$ cat config.mk
export PLATFORM = sky130hd
export DESIGN_NAME = view_controller
export DESIGN_NICKNAME = d
export VERILOG_FILES = /design/src/rtl/view_controller.sv
export SDC_FILE = /design/constraint.sdc
export NUM_CORES = 1
export LEC_CHECK = 0
export CAP_MARGIN = 5
export CORE_MARGIN = 8
export CORE_UTILIZATION = 45
export CTS_BUF_LIST = sky130_fd_sc_hd__clkbuf_8
export DETAILED_ROUTE_END_ITERATION = 12
export MAX_ROUTING_LAYER = met4
export SKIP_LAST_GASP = 1
export SLEW_MARGIN = 20
export SYNTH_ARGS = -nofsm -noshare
export SYNTH_HDL_FRONTEND = slang
export SYNTH_SLANG_ARGS = --single-unit
$ cat constraint.sdc
create_clock -name clk -period 7.1 [get_ports clk]
set_input_delay 1.775 -clock clk [delete_from_list [all_inputs] [get_ports clk]]
set_output_delay 1.775 -clock clk [all_outputs]
set_load 0.05 [all_outputs]
$ cat src/rtl/view_controller.sv
`default_nettype none
// view_controller: frame-strobed pan/zoom/iteration controller with an automatic zoom demo.
// Rev 1.0
module view_controller #(
  parameter int COORD_WIDTH   = 16,
  parameter int ZOOM_WIDTH    = 8,
  parameter int ITER_WIDTH    = 6,
  parameter int MAX_ZOOM      = 24,
  parameter int BASE_PAN_STEP = 410,
  parameter int COORD_MIN     = -8192,
  parameter int COORD_MAX     = 8192,
  parameter int ACCEL_FRAMES  = 8,
  parameter int DEMO_PERIOD   = 4,
  parameter int DEMO_X        = -3072,
  parameter int DEMO_Y        = 0
) (
  input  logic                          clk,
  input  logic                          rst_n,
  input  logic                          v_begin,
  input  logic [7:0]                    ui_in,
  input  logic [7:0]                    uio_in,
  output logic signed [COORD_WIDTH-1:0] centre_x,
  output logic signed [COORD_WIDTH-1:0] centre_y,
  output logic [ZOOM_WIDTH-1:0]         zoom_level,
  output logic [ITER_WIDTH-1:0]         max_iter_limit,
  output logic                          params_updated
);

  localparam int c_ext_w  = COORD_WIDTH + 2;
  localparam int c_hold_w = $clog2(ACCEL_FRAMES + 1);
  localparam int c_fcnt_w = (DEMO_PERIOD > 1) ? $clog2(DEMO_PERIOD) : 1;

  localparam logic signed [c_ext_w-1:0]     c_min    = c_ext_w'(COORD_MIN);
  localparam logic signed [c_ext_w-1:0]     c_max    = c_ext_w'(COORD_MAX);
  localparam logic signed [COORD_WIDTH-1:0] c_home_x = COORD_WIDTH'(-2048);
  localparam logic signed [COORD_WIDTH-1:0] c_demo_x = COORD_WIDTH'(DEMO_X);
  localparam logic signed [COORD_WIDTH-1:0] c_demo_y = COORD_WIDTH'(DEMO_Y);
  localparam logic [ITER_WIDTH-1:0]         c_iter_max = {ITER_WIDTH{1'b1}};
  localparam logic [ZOOM_WIDTH-1:0]         c_zoom_max = ZOOM_WIDTH'(MAX_ZOOM);
  localparam logic [c_hold_w-1:0]           c_accel    = c_hold_w'(ACCEL_FRAMES);
  localparam logic [c_fcnt_w-1:0]           c_fcnt_last = c_fcnt_w'(DEMO_PERIOD - 1);

  typedef enum logic [1:0] {
    MANUAL   = 2'd0,
    DEMO_IN  = 2'd1,
    DEMO_OUT = 2'd2
  } state_t;

  state_t                          state_q, state_d;
  logic [6:0]                      ui_s1_q, ui_s2_q;
  logic [2:0]                      cfg_s1_q, cfg_s2_q;
  logic signed [COORD_WIDTH-1:0]   cx_q, cx_d, cy_q, cy_d;
  logic [ZOOM_WIDTH-1:0]           zoom_q, zoom_d;
  logic [ITER_WIDTH-1:0]           iter_q, iter_d;
  logic [c_hold_w-1:0]             hold_x_q, hold_x_d, hold_y_q, hold_y_d;
  logic [c_fcnt_w-1:0]             fcnt_q, fcnt_d;
  logic                            upd_q, upd_d;

  logic                            w_unused;
  logic                            w_zin, w_zout, w_left, w_right, w_up, w_down, w_rview, w_demo;
  logic [3:0]                      w_shamt;
  logic [c_ext_w-1:0]              w_step_base, w_step, w_step_x, w_step_y;
  logic [ZOOM_WIDTH-1:0]           w_zoom_up, w_zoom_dn;

  assign w_unused = ^{ui_in[7], uio_in[7:3]};

  assign w_zin   = ui_s2_q[0];
  assign w_zout  = ui_s2_q[1];
  assign w_left  = ui_s2_q[2];
  assign w_right = ui_s2_q[3];
  assign w_up    = ui_s2_q[4];
  assign w_down  = ui_s2_q[5];
  assign w_rview = ui_s2_q[6];
  assign w_demo  = cfg_s2_q[2];

  // Step shrinks by half per zoom level, floored at one LSB so deep zoom can still move.
  assign w_shamt     = (zoom_q > ZOOM_WIDTH'(15)) ? 4'd15 : zoom_q[3:0];
  assign w_step_base = c_ext_w'(BASE_PAN_STEP) >> w_shamt;
  assign w_step      = (w_step_base == '0) ? c_ext_w'(1) : w_step_base;
  assign w_step_x    = (hold_x_q >= c_accel) ? (w_step << 2) : w_step;
  assign w_step_y    = (hold_y_q >= c_accel) ? (w_step << 2) : w_step;

  assign w_zoom_up = (zoom_q >= c_zoom_max) ? c_zoom_max : zoom_q + ZOOM_WIDTH'(1);
  assign w_zoom_dn = (zoom_q == '0) ? '0 : zoom_q - ZOOM_WIDTH'(1);

  function automatic logic signed [COORD_WIDTH-1:0] pan_axis(
    input logic signed [COORD_WIDTH-1:0] cur,
    input logic                          dec,
    input logic                          inc,
    input logic [c_ext_w-1:0]            step
  );
    logic signed [c_ext_w-1:0] sum;
    sum = {{2{cur[COORD_WIDTH-1]}}, cur};
    if (dec && !inc) begin
      sum = sum - $signed(step);
    end else if (inc && !dec) begin
      sum = sum + $signed(step);
    end
    if (sum < c_min) begin
      sum = c_min;
    end else if (sum > c_max) begin
      sum = c_max;
    end
    return sum[COORD_WIDTH-1:0];
  endfunction

  function automatic logic [c_hold_w-1:0] hold_next(
    input logic [c_hold_w-1:0] cnt,
    input logic                a,
    input logic                b
  );
    if (a ^ b) begin
      return (cnt >= c_accel) ? cnt : cnt + c_hold_w'(1);
    end
    return '0;
  endfunction

  always_comb begin
    state_d  = state_q;
    cx_d     = cx_q;
    cy_d     = cy_q;
    zoom_d   = zoom_q;
    iter_d   = iter_q;
    hold_x_d = hold_x_q;
    hold_y_d = hold_y_q;
    fcnt_d   = fcnt_q;
    upd_d    = 1'b0;
    if (v_begin) begin
      iter_d = c_iter_max >> (2'd3 - cfg_s2_q[1:0]);
      case (state_q)
        MANUAL: begin
          if (w_demo) begin
            state_d  = DEMO_IN;
            cx_d     = c_demo_x;
            cy_d     = c_demo_y;
            fcnt_d   = '0;
            hold_x_d = '0;
            hold_y_d = '0;
          end else if (w_rview) begin
            cx_d     = c_home_x;
            cy_d     = '0;
            zoom_d   = '0;
            hold_x_d = '0;
            hold_y_d = '0;
          end else begin
            cx_d     = pan_axis(cx_q, w_left, w_right, w_step_x);
            cy_d     = pan_axis(cy_q, w_up, w_down, w_step_y);
            hold_x_d = hold_next(hold_x_q, w_left, w_right);
            hold_y_d = hold_next(hold_y_q, w_up, w_down);
            if (w_zin && !w_zout) begin
              zoom_d = w_zoom_up;
            end else if (w_zout && !w_zin) begin
              zoom_d = w_zoom_dn;
            end
          end
        end
        default: begin
          if (!w_demo) begin
            state_d = MANUAL;
          end else if (fcnt_q == c_fcnt_last) begin
            fcnt_d = '0;
            // Direction flips on the very step that lands on the bound.
            if (state_q == DEMO_IN) begin
              zoom_d = w_zoom_up;
              if (w_zoom_up == c_zoom_max) state_d = DEMO_OUT;
            end else begin
              zoom_d = w_zoom_dn;
              if (w_zoom_dn == '0) state_d = DEMO_IN;
            end
          end else begin
            fcnt_d = fcnt_q + c_fcnt_w'(1);
          end
        end
      endcase
      upd_d = (cx_d != cx_q) || (cy_d != cy_q) || (zoom_d != zoom_q) || (iter_d != iter_q);
    end
  end

  always_ff @(posedge clk or negedge rst_n) begin
    if (!rst_n) begin
      ui_s1_q  <= '0;
      ui_s2_q  <= '0;
      cfg_s1_q <= '0;
      cfg_s2_q <= '0;
      state_q  <= MANUAL;
      cx_q     <= c_home_x;
      cy_q     <= '0;
      zoom_q   <= '0;
      iter_q   <= c_iter_max;
      hold_x_q <= '0;
      hold_y_q <= '0;
      fcnt_q   <= '0;
      upd_q    <= 1'b0;
    end else begin
      ui_s1_q  <= ui_in[6:0];
      ui_s2_q  <= ui_s1_q;
      cfg_s1_q <= uio_in[2:0];
      cfg_s2_q <= cfg_s1_q;
      state_q  <= state_d;
      cx_q     <= cx_d;
      cy_q     <= cy_d;
      zoom_q   <= zoom_d;
      iter_q   <= iter_d;
      hold_x_q <= hold_x_d;
      hold_y_q <= hold_y_d;
      fcnt_q   <= fcnt_d;
      upd_q    <= upd_d;
    end
  end

  assign centre_x       = cx_q;
  assign centre_y       = cy_q;
  assign zoom_level     = zoom_q;
  assign max_iter_limit = iter_q;
  assign params_updated = upd_q;

endmodule
`default_nettype wire
==> qor.yml, run 1 <==
syn_to_final_growth_pct: 9.94
cts_buffers: 9
hold_path.class: "reg -> reg"
tritoncts: "yes"
cts.clk_slew.worst_paths_ns: 0.10
post_cts_resized: 0
cp_slowest_cell: "o21ai_1"
synth_most_common_cell: "nand2_1"
cp_slowest_stage_delay_ns: 0.69
routed_wl_um: 28300
place_area_sq_mm: 0.00942
worstMarginPinSlew_ns: 0.845
yosysTopAreaCellShare_pct: 19.4
via_per_inst: 6.29
path_cells: "nor3_4 > nand2_1 > nor2_1 > a22oi_1 > o21ai_0 > ha_1 > o21bai_1 > a211oi_1 > a2111oi_2 > nor4b_2 > a2111oi_2 > o22a_1 > mux2_2 > o21ai_1 > buf_4 > a21oi_1 > o22ai_1 > a2111oi_2 > a31oi_1"
skew_ns: 0.0163
grt_usage_pct: 24.1
crit_start: "zoom_level[6]$_DFFE_PN0P_"
design.die.area_sq_mm: 0.0242
dp_hpwl_um: 21400
die_w_um: 156
drc: 0
ios: 66
routedWlPerCell_um: 19.6
ant_nets: 0
cts_buffer_depth: 2
arrival_ns: 6.51
clock.fmax_mhz: 160
io_buffers: 56
ys_async_sr_fraction_pct: 100
utilization_pct: 50.0
crit_type: "reg -> reg"
cts_root_buffer: "clkbuf_8"
yosys_most_used_dff: "dfrtp_1"
hold_violations: 0
synth_sequential_area_ratio_pct: 21.8
crit_required_ns: 7.35
setup_viol: 0
slew_headroom_pct: 43.3
r2r_slack_ns: 0.84
min_period_ns: 6.26
power_density_mw_per_mm2: 487
total_power_w: 0.00469
hp-start: "ui_s1_q[2]$_DFF_PN0_"
rows: 51
finalCritPeriodShare_pct: 88.2
synth_edf_count: 0
leakagePower_nw: 3.90
nets: 1255
cts_max_level: 3
end_kind: "flip-flop"
netlist_area_sq_mm: 0.00876
synthCells: 1167
status: "completed"
synth_top_cell_by_area: "dfrtp_1"
ys_top_cells_by_area: "dfrtp_1, ha_1, nand2_1"
gp_congestion: 1.00
die-height_um: 156
synth_seq_cells: 76
first_pass_iters: 5
critPathBufInv: 1
grt.overflow.total: 0
syn_area_per_cell_sq_um: 7.51
grt_pass1_vias: 8419
synth.distinct_cells: 97
yosysWarnings: 0
insertion_delay_ns: 0.38
diodes: 0
tns_ns: 0
peakVddDrop_uv: 236
core_area_sq_mm: 0.0193
drv_cap: 0
post_cts_buffers: 0
start_util_pct: 45.5
drv_slew: 0
drt_iter0_markers: 779
synthTopCellsByCount: "nand2_1, nor2_1, o21ai_0"
startpoint_type: "flip-flop"
vias: 9079
rsz0062_at_grt: "no"
grt_pass1_wl_um: 45800
grt_max_degree: 77
path_delay_family: "compound AO/OA/AOI/OAI gates"
critPathMostFrequentCell: "a2111oi_2"
design_area_sq_mm: 0.00963
r2r_start: "zoom_level[6]$_DFFE_PN0P_"
ctsHoldBuffers: 0
antenna_found_initial: 0
cts.sinks: 76
crit_path_max_fanout: 12
layout-drive-gt1-share_pct: 6.87
## layout make-up
class                           count  area, sq um
Sequential cell                    76         1910
Clock inverter                      7         90.1
Timing Repair Buffer               71          674
Clock buffer                        9          124
Multi-Input combinational cell    945         6230
Fill cell                        1985         9640
Tap cell                          265          332
Inverter                           71          267
## layer usage
| metal | part of all wire, % | global-route usage [%] |
|---|---|---|
| met1 | 46 | 32.5 |
| met2 | 45 | 36.1 |
| met3 | 6.4 | 3.68 |
| met4 | 2.7 | 8.41 |
| met5 | 0 | - |
## flip-flops by register name, summed over array words and instances, names as in the netlist, 3 cells and up
name / cells
centre_x: 16
centre_y: 16
zoom_level: 8
ui_s1_q: 7
ui_s2_q: 7
hold_x_q: 4
hold_y_q: 4
cfg_s1_q: 3
cfg_s2_q: 3
max_iter_limit: 3
## final timing paths
check / endpoint / cells after the start
setup / recovery: params_updated$_DFF_PN0_ / 19
hold / removal: ui_s2_q[2]$_DFF_PN0_ / 0
setup reg to reg: params_updated$_DFF_PN0_ / 19
hold reg to reg: ui_s2_q[2]$_DFF_PN0_ / 0
max in group asynchronous: centre_y[4]$_DFFE_PN0P_ / 1
min in group asynchronous: zoom_level[7]$_DFFE_PN0P_ / 1
## cell families after synthesis
logic type	share of synthesized area [%]
AO/OA/AOI/OAI	30.7
XOR/XNOR	3.50
adder cells (fa/ha/maj)	9.20
buffers and inverters	7.14
flip-flops	21.8
multiplexers	1.84
other	0.0428
AND/OR/NAND/NOR	25.8
## through the flow
step | std cells | setup WS (ns) | hold WS, ns
after global routing | 1444 | 0.330 | 0.360
after CTS | 1444 | 0.854 | 0.356
after global placement | 1428 | 0.997 | 0.333
final | 1444 | 0.840 | 0.355
after floorplan | 1169 | 1.84 | 0.331
after detailed placement | 1428 | 0.895 | 0.335
## cell usage in the layout (no fill, tap or decap), drive strengths merged, types with 7 or more instances in the layout
cell	instances
mux2	9
ha	58
a221oi	10
xor2	11
nor2b	31
dfrtp	68
o21a	10
nor4	15
a211o	9
a22o	9
clkbuf	9
o21ai	86
a21oi	65
o22ai	13
a22oi	10
xnor2	24
o41ai	7
nand4	18
buf	16
nand2	111
and3	9
a32oi	7
clkdlybuf4s50	55
a21o	12
nor3	38
nand3	37
and2	10
a211oi	17
a31oi	11
nor3b	12
nor2	107
or3	15
or2	8
dfstp	8
o31ai	28
o211ai	13
o311ai	7
inv	73
nand2b	16
## power by group
part	total, W	switching (W)	internal [W]
sequential	0.000820	0.000278	0.000542
combinational	0.00350	0.00223	0.00127
clock	0.000367	0.000196	0.000171
total	0.00469	0.00270	0.00199
No activity file was read; power rests on OpenSTA's default activity.
==> inputs of run 2 (changes only) <==
- CORE_MARGIN: 8 -> not set
- CTS_CLUSTER_SIZE: not set -> 28
==> qor.yml, run 2 (same netlist as run 1, synthesis figures left out) <==
status: "completed"
min_period_ns: 6.15
design.die.area_sq_mm: 0.0200
utilization_pct: 51.0
core_area_sq_mm: 0.0189
path_delay_family: "compound AO/OA/AOI/OAI gates"
rows: 50
drv_slew: 0
critPathBufInv: 0
worstMarginPinSlew_ns: 0.849
ctsHoldBuffers: 0
use_met3_pct: 4.22
end_kind: "flip-flop"
cp_slowest_stage_delay_ns: 0.56
grt_usage_pct: 29.7
peakVddDrop_uv: 226
path_cells: "nor3_4 > nand2_1 > nor2_1 > a22oi_1 > o21ai_0 > ha_1 > a211o_1 > a221oi_2 > o221ai_1 > nand3_1 > and3_1 > mux2i_1 > o41ai_2 > nand2_1 > o31ai_1 > nand4_1 > a2111oi_2 > a31oi_1"
cts.sinks: 76
syn_to_final_growth_pct: 9.94
ios: 66
drt_iter0_markers: 821
routedWlPerCell_um: 19.7
via_per_inst: 6.29
insertion_delay_ns: 0.40
layout-drive-gt1-share_pct: 6.95
drv_cap: 0
worst_slack_ns: 0.950
hold_violations: 0
grt_use_met1_pct: 40.7
tritoncts: "yes"
grt_pass1_wl_um: 45300
cts_root_buffer: "clkbuf_8"
fillers: 1947
rsz0062_at_grt: "no"
power_density_mw_per_mm2: 489
nets: 1256
crit_path_max_fanout: 16
arrival_ns: 6.40
cts_buffer_depth: 2
vias: 9063
cp_slowest_cell: "a221oi_2"
cts.clk_slew.worst_paths_ns: 0.12
setup_viol: 0
crit_required_ns: 7.35
io_buffers: 56
post_cts_resized: 0
grt_pass1_vias: 8327
routed_wl_um: 28300
die_w_um: 142
post_cts_buffers: 0
clock.fmax_mhz: 163
start_util_pct: 46.4
placedCellCount: 1424
startpoint_type: "flip-flop"
hold_path.class: "reg -> reg"
layout.cells.non_filler: 1440
drc: 0
gp_congestion: 0.922
pre_cts_ws_ns: 1.12
tns_ns: 0
final_common_cell: "nand2_1"
dp_hpwl_um: 21500
grt.overflow.total: 0
finalCritPeriodShare_pct: 86.6
skew_ns: 0.0237
grt-busiest-layer: "met2"
ant_nets: 0
diodes: 0
antenna_found_initial: 0
leakagePower_nw: 3.90
hold-worst-slack_ns: 0.354
grt_use_met2_pct: 45.6
cts_buffers: 9
die-height_um: 142
first_pass_iters: 5
crit_type: "reg -> reg"
slew_headroom_pct: 43.3
grt_max_degree: 45
cts_max_level: 3
critPathMostFrequentCell: "nand2_1"
final_cell_mix: "nand2_1, nor2_1, o21ai_0, inv_1, dfrtp_1"
-- run 2: changes by cell type in the layout (fill, tap and decap cells not counted) --
cell and delta:
buf_4 +2, clkinv_4 +1, inv_8 +4, inv_6 -4, clkinv_8 -1, buf_6 -1
-- run 2: where the power goes --
part	internal [W]	total, W	switching (W)
sequential	0.000542	0.000821	0.000279
combinational	0.00127	0.00351	0.00224
clock	0.000173	0.000380	0.000207
-- run 2: metrics by stage --
stage	power [W]	area [sq um]
after floorplan	0.00335	8770
after global placement	0.00426	9420
after detailed placement	0.00427	9420
after CTS	0.00466	9630
after global routing	0.00508	9630
final	0.00471	9630
-- run 2: layer usage --
| metal | wire [um] | part of all wire, % |
|---|---|---|
| met1 | 12900 | 46 |
| met5 | 0 | 0 |
| met4 | 626 | 2.2 |
| met3 | 1850 | 6.5 |
| met2 | 12900 | 46 |
-- run 2: final cells by class --
| class | instances | area [sq um] | share of cell area (%) |
|---|---|---|---|
| flip-flops and latches | 76 | 1910 | 19.8 |
| multi-input cells | 945 | 6230 | 64.7 |
| well taps | 260 | 325 | 3.38 |
| clock buffers | 9 | 124 | 1.29 |
| clock inverters | 7 | 92.6 | 0.961 |
| inverters | 71 | 267 | 2.77 |
| repair buffers | 72 | 678 | 7.04 |
-- run 2: path summary, 6_finish.rpt --
kind / start / end / slack (ns) / depth (start not counted)
max in group asynchronous: rst_n / centre_x[1]$_DFFE_PN0P_ / 4.83 / 2
worst min-delay path: ui_s1_q[3]$_DFF_PN0_ / ui_s2_q[3]$_DFF_PN0_ / 0.35 / 0
worst max register to register: zoom_level[7]$_DFFE_PN0P_ / params_updated$_DFF_PN0_ / 0.95 / 18
min in group asynchronous: rst_n / state_q[0]$_DFFE_PN0P_ / 1.29 / 1
worst min register to register: ui_s1_q[3]$_DFF_PN0_ / ui_s2_q[3]$_DFF_PN0_ / 0.35 / 0
worst max-delay path: zoom_level[7]$_DFFE_PN0P_ / params_updated$_DFF_PN0_ / 0.95 / 18
-- run 2: worst reg2reg max path, stage by stage (launching register included) --
cell	delay [ns]
dfrtp_1	0.52
nor3_4	0.35
nand2_1	0.35
nor2_1	0.27
a22oi_1	0.09
o21ai_0	0.33
ha_1	0.42
a211o_1	0.38
a221oi_2	0.56
o221ai_1	0.32
nand3_1	0.16
and3_1	0.16
mux2i_1	0.12
o41ai_2	0.53
nand2_1	0.49
o31ai_1	0.41
nand4_1	0.17
a2111oi_2	0.25
a31oi_1	0.13
==> inputs of run 3 (changes only) <==
- ABC_AREA: not set -> 1
==> qor.yml, run 3 <==
skew_ns: 0.0140
yosysWarnings: 0
startpoint_type: "flip-flop"
tritoncts: "yes"
vias: 9569
grt_usage_pct: 29.6
tns_ns: 0
grt.overflow.total: 0
grt_max_degree: 67
synth_top_cell_by_area: "nand2_1"
cts.clk_slew.worst_paths_ns: 0.09
drv_cap: 0
leakagePower_nw: 5.14
insertion_delay_ns: 0.37
antenna_found_initial: 0
cts_buffer_depth: 2
final_cell_mix: "nand2_1, inv_1, nor2_1, nand3_1, o21ai_0"
diodes: 0
path_delay_family: "simple AND/OR/NAND/NOR gates"
critPathBufInv: 3
layout.cells.non_filler: 1841
cp_slowest_stage_delay_ns: 0.61
peakVddDrop_uv: 211
min_period_ns: 5.29
routed_wl_um: 28600
drc: 0
synthCells: 1546
hold_path.class: "reg -> reg"
cp_slowest_cell: "o21ai_0"
routedWlPerCell_um: 15.5
rsz0062_at_grt: "no"
setup_viol: 0
status: "completed"
total_power_w: 0.00392
utilization_pct: 50.7
grt_pass1_vias: 8644
post_cts_buffers: 0
core_area_sq_mm: 0.0196
grt_use_met1_pct: 41.2
use_met3_pct: 3.17
placedCellCount: 1825
slew_headroom_pct: 35.6
synth_sequential_area_ratio_pct: 21.1
layout-drive-gt1-share_pct: 5.90
dp_hpwl_um: 22900
gp_congestion: 0.988
rows: 51
ios: 66
yosysTopAreaCellShare_pct: 21.3
cts_max_level: 3
design.die.area_sq_mm: 0.0207
hold-worst-slack_ns: 0.353
synth_most_common_cell: "nand2_1"
end_kind: "flip-flop"
grt-busiest-layer: "met2"
die-height_um: 144
ant_nets: 0
finalCritPeriodShare_pct: 74.5
power_density_mw_per_mm2: 394
crit_required_ns: 7.36
drv_slew: 0
nets: 1652
netlist_area_sq_mm: 0.00906
ctsHoldBuffers: 0
crit_type: "reg -> reg"
via_per_inst: 5.20
grt_use_met2_pct: 46.7
cts_buffers: 9
io_buffers: 56
crit_path_max_fanout: 21
post_cts_resized: 0
ys_top_cells_by_area: "nand2_1, dfrtp_1, inv_1"
yosys_most_used_dff: "dfrtp_1"
syn_to_final_growth_pct: 9.57
synth.distinct_cells: 52
critPathMostFrequentCell: "nand2_1"
arrival_ns: 5.55
drt_iter0_markers: 727
synth_edf_count: 0
hold_violations: 0
grt_pass1_wl_um: 45800
cts_root_buffer: "clkbuf_8"
cts.sinks: 76
first_pass_iters: 5
final_common_cell: "nand2_1"
worstMarginPinSlew_ns: 0.965
clock.fmax_mhz: 189
die_w_um: 144
synthTopCellsByCount: "nand2_1, inv_1, nor2_1"
ys_async_sr_fraction_pct: 100
synth_seq_cells: 76
syn_area_per_cell_sq_um: 5.86
start_util_pct: 46.3
==> run 3: cell types whose count changed in the layout (fill, tap and decap cells not counted), sizes merged, moves of 10 or more <==
| cell | change |
|---|---|
| a21o | -11 |
| nor3 | -24 |
| nand2b | -16 |
| xnor2 | -22 |
| nor3b | -11 |
| o31ai | -26 |
| nor4 | -10 |
| nor2 | +68 |
| a211oi | -17 |
| nor2b | -31 |
| nand2 | +417 |
| nand3 | +116 |
| inv | +162 |
| or3 | -15 |
==> run 3: layout make-up <==
class                           count  area, sq um
Fill cell                        2130         9660
Multi-Input combinational cell   1183         5960
Sequential cell                    76         1910
Inverter                          238          896
Timing Repair Buffer               63          611
Tap cell                          265          332
Clock buffer                        9          124
Clock inverter                      7         98.8
==> run 3: cell families after synthesis <==
kind of cell               synth area share [%]
adders and majority gates                  8.89
xor gates and xnor gates                   1.16
AOI/OAI and AO/OA                          12.3
and+or+nand+nor                            43.2
DFF                                        21.1
buffers and inverters                      13.3
other                                    0.0414
==> run 3: worst paths after layout <==
kind,start,end,slack (ns),cells after the start
min in group asynchronous,rst_n,centre_y[12]$_DFFE_PN0P_,1.23,1
max in group asynchronous,rst_n,ui_s1_q[3]$_DFF_PN0_,4.78,2
hold / removal,ui_s1_q[3]$_DFF_PN0_,ui_s2_q[3]$_DFF_PN0_,0.35,0
hold reg to reg,ui_s1_q[3]$_DFF_PN0_,ui_s2_q[3]$_DFF_PN0_,0.35,0
setup reg to reg,zoom_level[3]$_DFFE_PN0P_,params_updated$_DFF_PN0_,1.81,32
setup / recovery,zoom_level[3]$_DFFE_PN0P_,params_updated$_DFF_PN0_,1.81,32
==> run 3: report_power, final <==
part / internal [W] / leakage [nW] / switching [W]
logic: 0.000883 / 4.07 / 0.00193
registers: 0.000528 / 0.960 / 0.000194
clock network: 0.000200 / 0.110 / 0.000178
==> run 3: worst reg2reg max path, delay by kind of cell, from the launching register on <==
| family | cells | cell delay [ns] |
|---|---|---|
| adders and majority gates | 1 | 0.48 |
| DFF | 1 | 0.50 |
| and+or+nand+nor | 26 | 2.92 |
| buffers and inverters | 3 | 0.47 |
| AOI/OAI and AO/OA | 2 | 0.81 |
==> run 3: metal layers <==
| metal | part of all wire, % | vias up |
|---|---|---|
| met2 | 45 | 261 |
| li1 | - | 4963 |
| met1 | 49 | 4327 |
| met5 | 0 | - |
| met3 | 4.4 | 18 |
| met4 | 0.94 | 0 |
==> run 3: through the flow <==
step,setup WS (ns),cell area [sq um]
after floorplan,2.95,9070
after global placement,1.89,9710
after detailed placement,1.89,9710
after CTS,1.84,9930
after global routing,1.22,9930
final,1.81,9930
==> patch 1: new RTL, flow settings as in run 1 <==
Set the parameter `ACCEL_FRAMES` to 4 (it was 8).
--- a/src/rtl/view_controller.sv
+++ b/src/rtl/view_controller.sv
@@ -9,7 +9,7 @@
   parameter int BASE_PAN_STEP = 410,
   parameter int COORD_MIN     = -8192,
   parameter int COORD_MAX     = 8192,
-  parameter int ACCEL_FRAMES  = 8,
+  parameter int ACCEL_FRAMES  = 4,
   parameter int DEMO_PERIOD   = 4,
   parameter int DEMO_X        = -3072,
   parameter int DEMO_Y        = 0
Function: no difference found for any inputs over 4 cycles, from zero or initial values and one cycle with rst_n low; that may be too few to reach the edited logic, so the function may still have changed.
==> patch 1 against run 1 <==
Design area down 4.2%. Die area down 4.1%. Setup slack better by 210 ps. Core utilization about the same. Power down 18%. Maximum frequency up 3.4%. Count of clock-buffer cells in the layout unchanged. Synthesized area down 4.6%. Clock skew up 4.7 ps. Sequential cell count down 2. Combinational power down 22%. Routed wire length down 6.7%.
==> patch 1: results (changes against run 1) <==
{
  "outcome": {
    "outcome": {"value": "finished, final reports clean", "change": "unchanged"}
  },
  "layout": {
    "drive_gt1_frac": {"value": 0.0754, "change": "was 0.0687"},
    "n_fill_cell": {"value": 1903, "change": "was 1985"}
  },
  "drt": {
    "wl_per_cell": {"value": 19.2, "unit": "µm", "change": "was 19.6 µm"},
    "wl_met2": {"value": 12300, "unit": "µm", "change": "was 12700 µm"},
    "wirelength": {"value": 26400, "unit": "µm", "change": "was 28300 µm"},
    "wire_length_on_met3": {"value": 1390, "unit": "µm", "change": "was 1820 µm"},
    "detailedRoute.firstIterationViolations": {"value": 618, "change": "was 779"}
  },
  "placement": {
    "dp_hpwl": {"value": 20000, "unit": "µm", "change": "was 21400 µm"},
    "dp.cells": {"value": 1358, "change": "was 1428"},
    "place.gp.congestion": {"value": 0.941, "change": "was 1.00"}
  },
  "synth": {
    "synthDistinctLibCells": {"value": 94, "change": "was 97"},
    "synth_seq_area_share": {"value": 0.223, "change": "was 0.218"},
    "yosys_register_bits": {"value": 74, "change": "was 76"},
    "synth_common_cells": {"value": "120 x sky130_fd_sc_hd__nand2_1, 114 x sky130_fd_sc_hd__nor2_1, 74 x sky130_fd_sc_hd__a21oi_1", "change": "was 111 x sky130_fd_sc_hd__nand2_1, 107 x sky130_fd_sc_hd__nor2_1, 83 x sky130_fd_sc_hd__o21ai_0"},
    "largest_cells_by_area_after_synthesis": {"value": "sky130_fd_sc_hd__dfrtp_1 20%, sky130_fd_sc_hd__ha_1 8.7%, sky130_fd_sc_hd__nand2_1 5.4%, sky130_fd_sc_hd__nor2_1 5.1%, sky130_fd_sc_hd__a21oi_1 4.4%", "change": "was sky130_fd_sc_hd__dfrtp_1 19%, sky130_fd_sc_hd__ha_1 8.3%, sky130_fd_sc_hd__nand2_1 4.8%, sky130_fd_sc_hd__o21ai_0 4.7%, sky130_fd_sc_hd__nor2_1 4.6%"},
    "syn_avg_cell_area": {"value": 7.46, "unit": "µm²", "change": "was 7.51 µm²"}
  },
  "global_routing": {
    "grt_first_pass_wirelength": {"value": 42700, "unit": "µm", "change": "was 45800 µm"}
  },
  "pwr": {
    "pwr.group.sequential": {"value": 0.000762, "unit": "W", "change": "was 0.000820 W"},
    "p_leak": {"value": 3.85, "unit": "nW", "change": "was 3.90 nW"},
    "pwr.group.combinational": {"value": 0.00272, "unit": "W", "change": "was 0.00350 W"}
  },
  "critical_path": {
    "critical_path.max_fanout": {"value": 18, "change": "was 12"},
    "worstPathArrival": {"value": 6310, "unit": "ps", "change": "was 6510 ps"},
    "cpMaxStageDelayCell": {"value": "sky130_fd_sc_hd__dfrtp_1", "change": "was sky130_fd_sc_hd__o21ai_1"}
  },
  "sta": {
    "timing.clock.skew": {"value": 20.9, "unit": "ps", "change": "was 16.3 ps"}
  }
}
==> patch 1: kinds of logic after synthesis <==
| kind of cell | Yosys count | share of synthesized area |
|---|---|---|
| AOI/OAI and AO/OA | 343 | 0.288 |
| xor gates and xnor gates | 38 | 0.0398 |
| adders and majority gates | 62 | 0.0964 |
| buffers and inverters | 138 | 0.0665 |
| DFF | 74 | 0.223 |
| muxes | 18 | 0.0235 |
| other | 1 | 0.000449 |
| and+or+nand+nor | 447 | 0.263 |
==> patch 1: per-stage QoR <==
stage / utilization / hold WS (ps) / setup WS [ps] / area (µm²)
after global routing: 0.500 / 358 / 543 / 9230
after floorplan: - / 331 / 1950 / 8370
after global placement: 0.489 / 333 / 1150 / 9020
after detailed placement: 0.489 / 335 / 1110 / 9020
final: 0.500 / 339 / 1050 / 9230
after CTS: 0.500 / 348 / 1090 / 9230
==> patch 2: new RTL, config.mk and constraints of run 1 <==
Without the edit above. Make the reset (`rst_n`) synchronous in one clocked block.
--- a/src/rtl/view_controller.sv
+++ b/src/rtl/view_controller.sv
@@ -176,7 +176,7 @@
     end
   end
 
-  always_ff @(posedge clk or negedge rst_n) begin
+  always_ff @(posedge clk) begin
     if (!rst_n) begin
       ui_s1_q  <= '0;
       ui_s2_q  <= '0;
Function: differs if rst_n is asserted again (counterexample within 4 cycles, from zero or initial values and one cycle with rst_n low); with rst_n held inactive, the same outputs for 4 cycles.
==> patch 2 against run 1 <==
Largest cell class unchanged. Die area grew 1.4%. Routed wire length grew 0.65%. Critical endpoint is now params_updated. Sequential cell count stayed put. First-iteration DRC count increased by 6.2%. Clock skew shrank 10 ps. Design area increased by 1.0%. Setup slack better by 450 ps. Synthesized area is 1.6% higher.
Power is left out: it rests on default switching activity, and per cell area and clock period it moved more than threefold.
==> patch 2: results (changes against run 1) <==
{
  "global_routing": {
    "grt_max_degree": {"value": 51, "change": "was 77"},
    "grt_util_met2": {"value": 0.357, "change": "was 0.361"},
    "grt_usage": {"value": 0.236, "change": "was 0.241"},
    "grt_util_met3": {"value": 0.0375, "change": "was 0.0368"},
    "grt_util_met1": {"value": 0.319, "change": "was 0.325"}
  },
  "synth": {
    "largest_cells_by_area_after_synthesis": {"value": "sky130_fd_sc_hd__dfxtp_1 17%, sky130_fd_sc_hd__ha_1 8.2%, sky130_fd_sc_hd__a21oi_1 5.5%, sky130_fd_sc_hd__nand2_1 4.9%, sky130_fd_sc_hd__o21ai_0 4.4%", "change": "was sky130_fd_sc_hd__dfrtp_1 19%, sky130_fd_sc_hd__ha_1 8.3%, sky130_fd_sc_hd__nand2_1 4.8%, sky130_fd_sc_hd__o21ai_0 4.7%, sky130_fd_sc_hd__nor2_1 4.6%"},
    "synthDistinctLibCells": {"value": 101, "change": "was 97"},
    "xor_xnor_portion_of_the_synthesized_cell_area": {"value": 0.0305, "change": "was 0.0350"},
    "synth-compound-area-share": {"value": 0.312, "change": "was 0.307"}
  },
  "sta": {
    "headroom_to_the_max_slew_limit": {"value": 0.386, "change": "was 0.433"},
    "hold_slack": {"value": 437, "unit": "ps", "change": "was 355 ps"},
    "timing.clock.skew": {"value": 6.11, "unit": "ps", "change": "was 16.3 ps"}
  },
  "layout": {
    "drive_gt1_frac": {"value": 0.0613, "change": "was 0.0687"},
    "finalNetCount": {"value": 1332, "change": "was 1255"}
  },
  "placement": {
    "dp_worst_setup_slack": {"value": 1430, "unit": "ps", "change": "was 895 ps"},
    "standard_cell_area_after_detailed_placement": {"value": 0.00951, "unit": "mm²", "change": "was 0.00942 mm²"},
    "place.gp.congestion": {"value": 0.960, "change": "was 1.00"}
  },
  "hold_path": {
    "min_delay_worst_endpoint": {"value": "cfg_s2_q[0]", "change": "was ui_s2_q[2]"}
  },
  "drt": {
    "via_count": {"value": 9269, "change": "was 9079"},
    "wire_length_on_met1": {"value": 13600, "unit": "µm", "change": "was 13000 µm"},
    "wire_length_on_met3": {"value": 1680, "unit": "µm", "change": "was 1820 µm"}
  },
  "critical_path": {
    "worstPathArrival": {"value": 6070, "unit": "ps", "change": "was 6510 ps"},
    "worst_r2r_endpoint": {"value": "params_updated", "change": "unchanged"},
    "critical_path.max_fanout": {"value": 18, "change": "was 12"},
    "timing.rr.start": {"value": "zoom_level[5]", "change": "was zoom_level[6]"},
    "worst_path_top_cell_family_by_delay": {"value": "simple AND/OR/NAND/NOR gates", "change": "was compound AO/OA/AOI/OAI gates"},
    "setup.reg_to_reg.worst_slack": {"value": 1290, "unit": "ps", "change": "was 840 ps"}
  },
  "outcome": {
    "outcome": {"value": "finished, final reports clean", "change": "unchanged"}
  }
}
==> patch 2: cell families after synthesis <==
kind of cell               count (synthesis)
buffers and inverters                    152
other                                      1
AOI/OAI and AO/OA                        398
xor gates and xnor gates                  31
adders and majority gates                 62
and+or+nand+nor                          521
DFF                                       76
muxes                                     15
==> patch 2: cell type report <==
type	instances	area, µm²	share of cell area
clock buffers	10	138	0.0141
clock inverters	6	88.8	0.00913
inverters	68	255	0.0262
multi-input cells	1030	6770	0.695
flip-flops and latches	76	1520	0.156
well taps	265	332	0.0341
repair buffers	66	631	0.0648
==> patch 2: worst max path at each step <==
| stage | startpoint | to | slack, ps |
|---|---|---|---|
| after global placement | zoom_level[5] | params_updated | 1370 |
| after floorplan | zoom_level[7] | params_updated | 1910 |
| final | zoom_level[5] | params_updated | 1290 |
| after global routing | zoom_level[5] | params_updated | 780 |
| after CTS | zoom_level[5] | params_updated | 1400 |
| after detailed placement | zoom_level[5] | params_updated | 1430 |
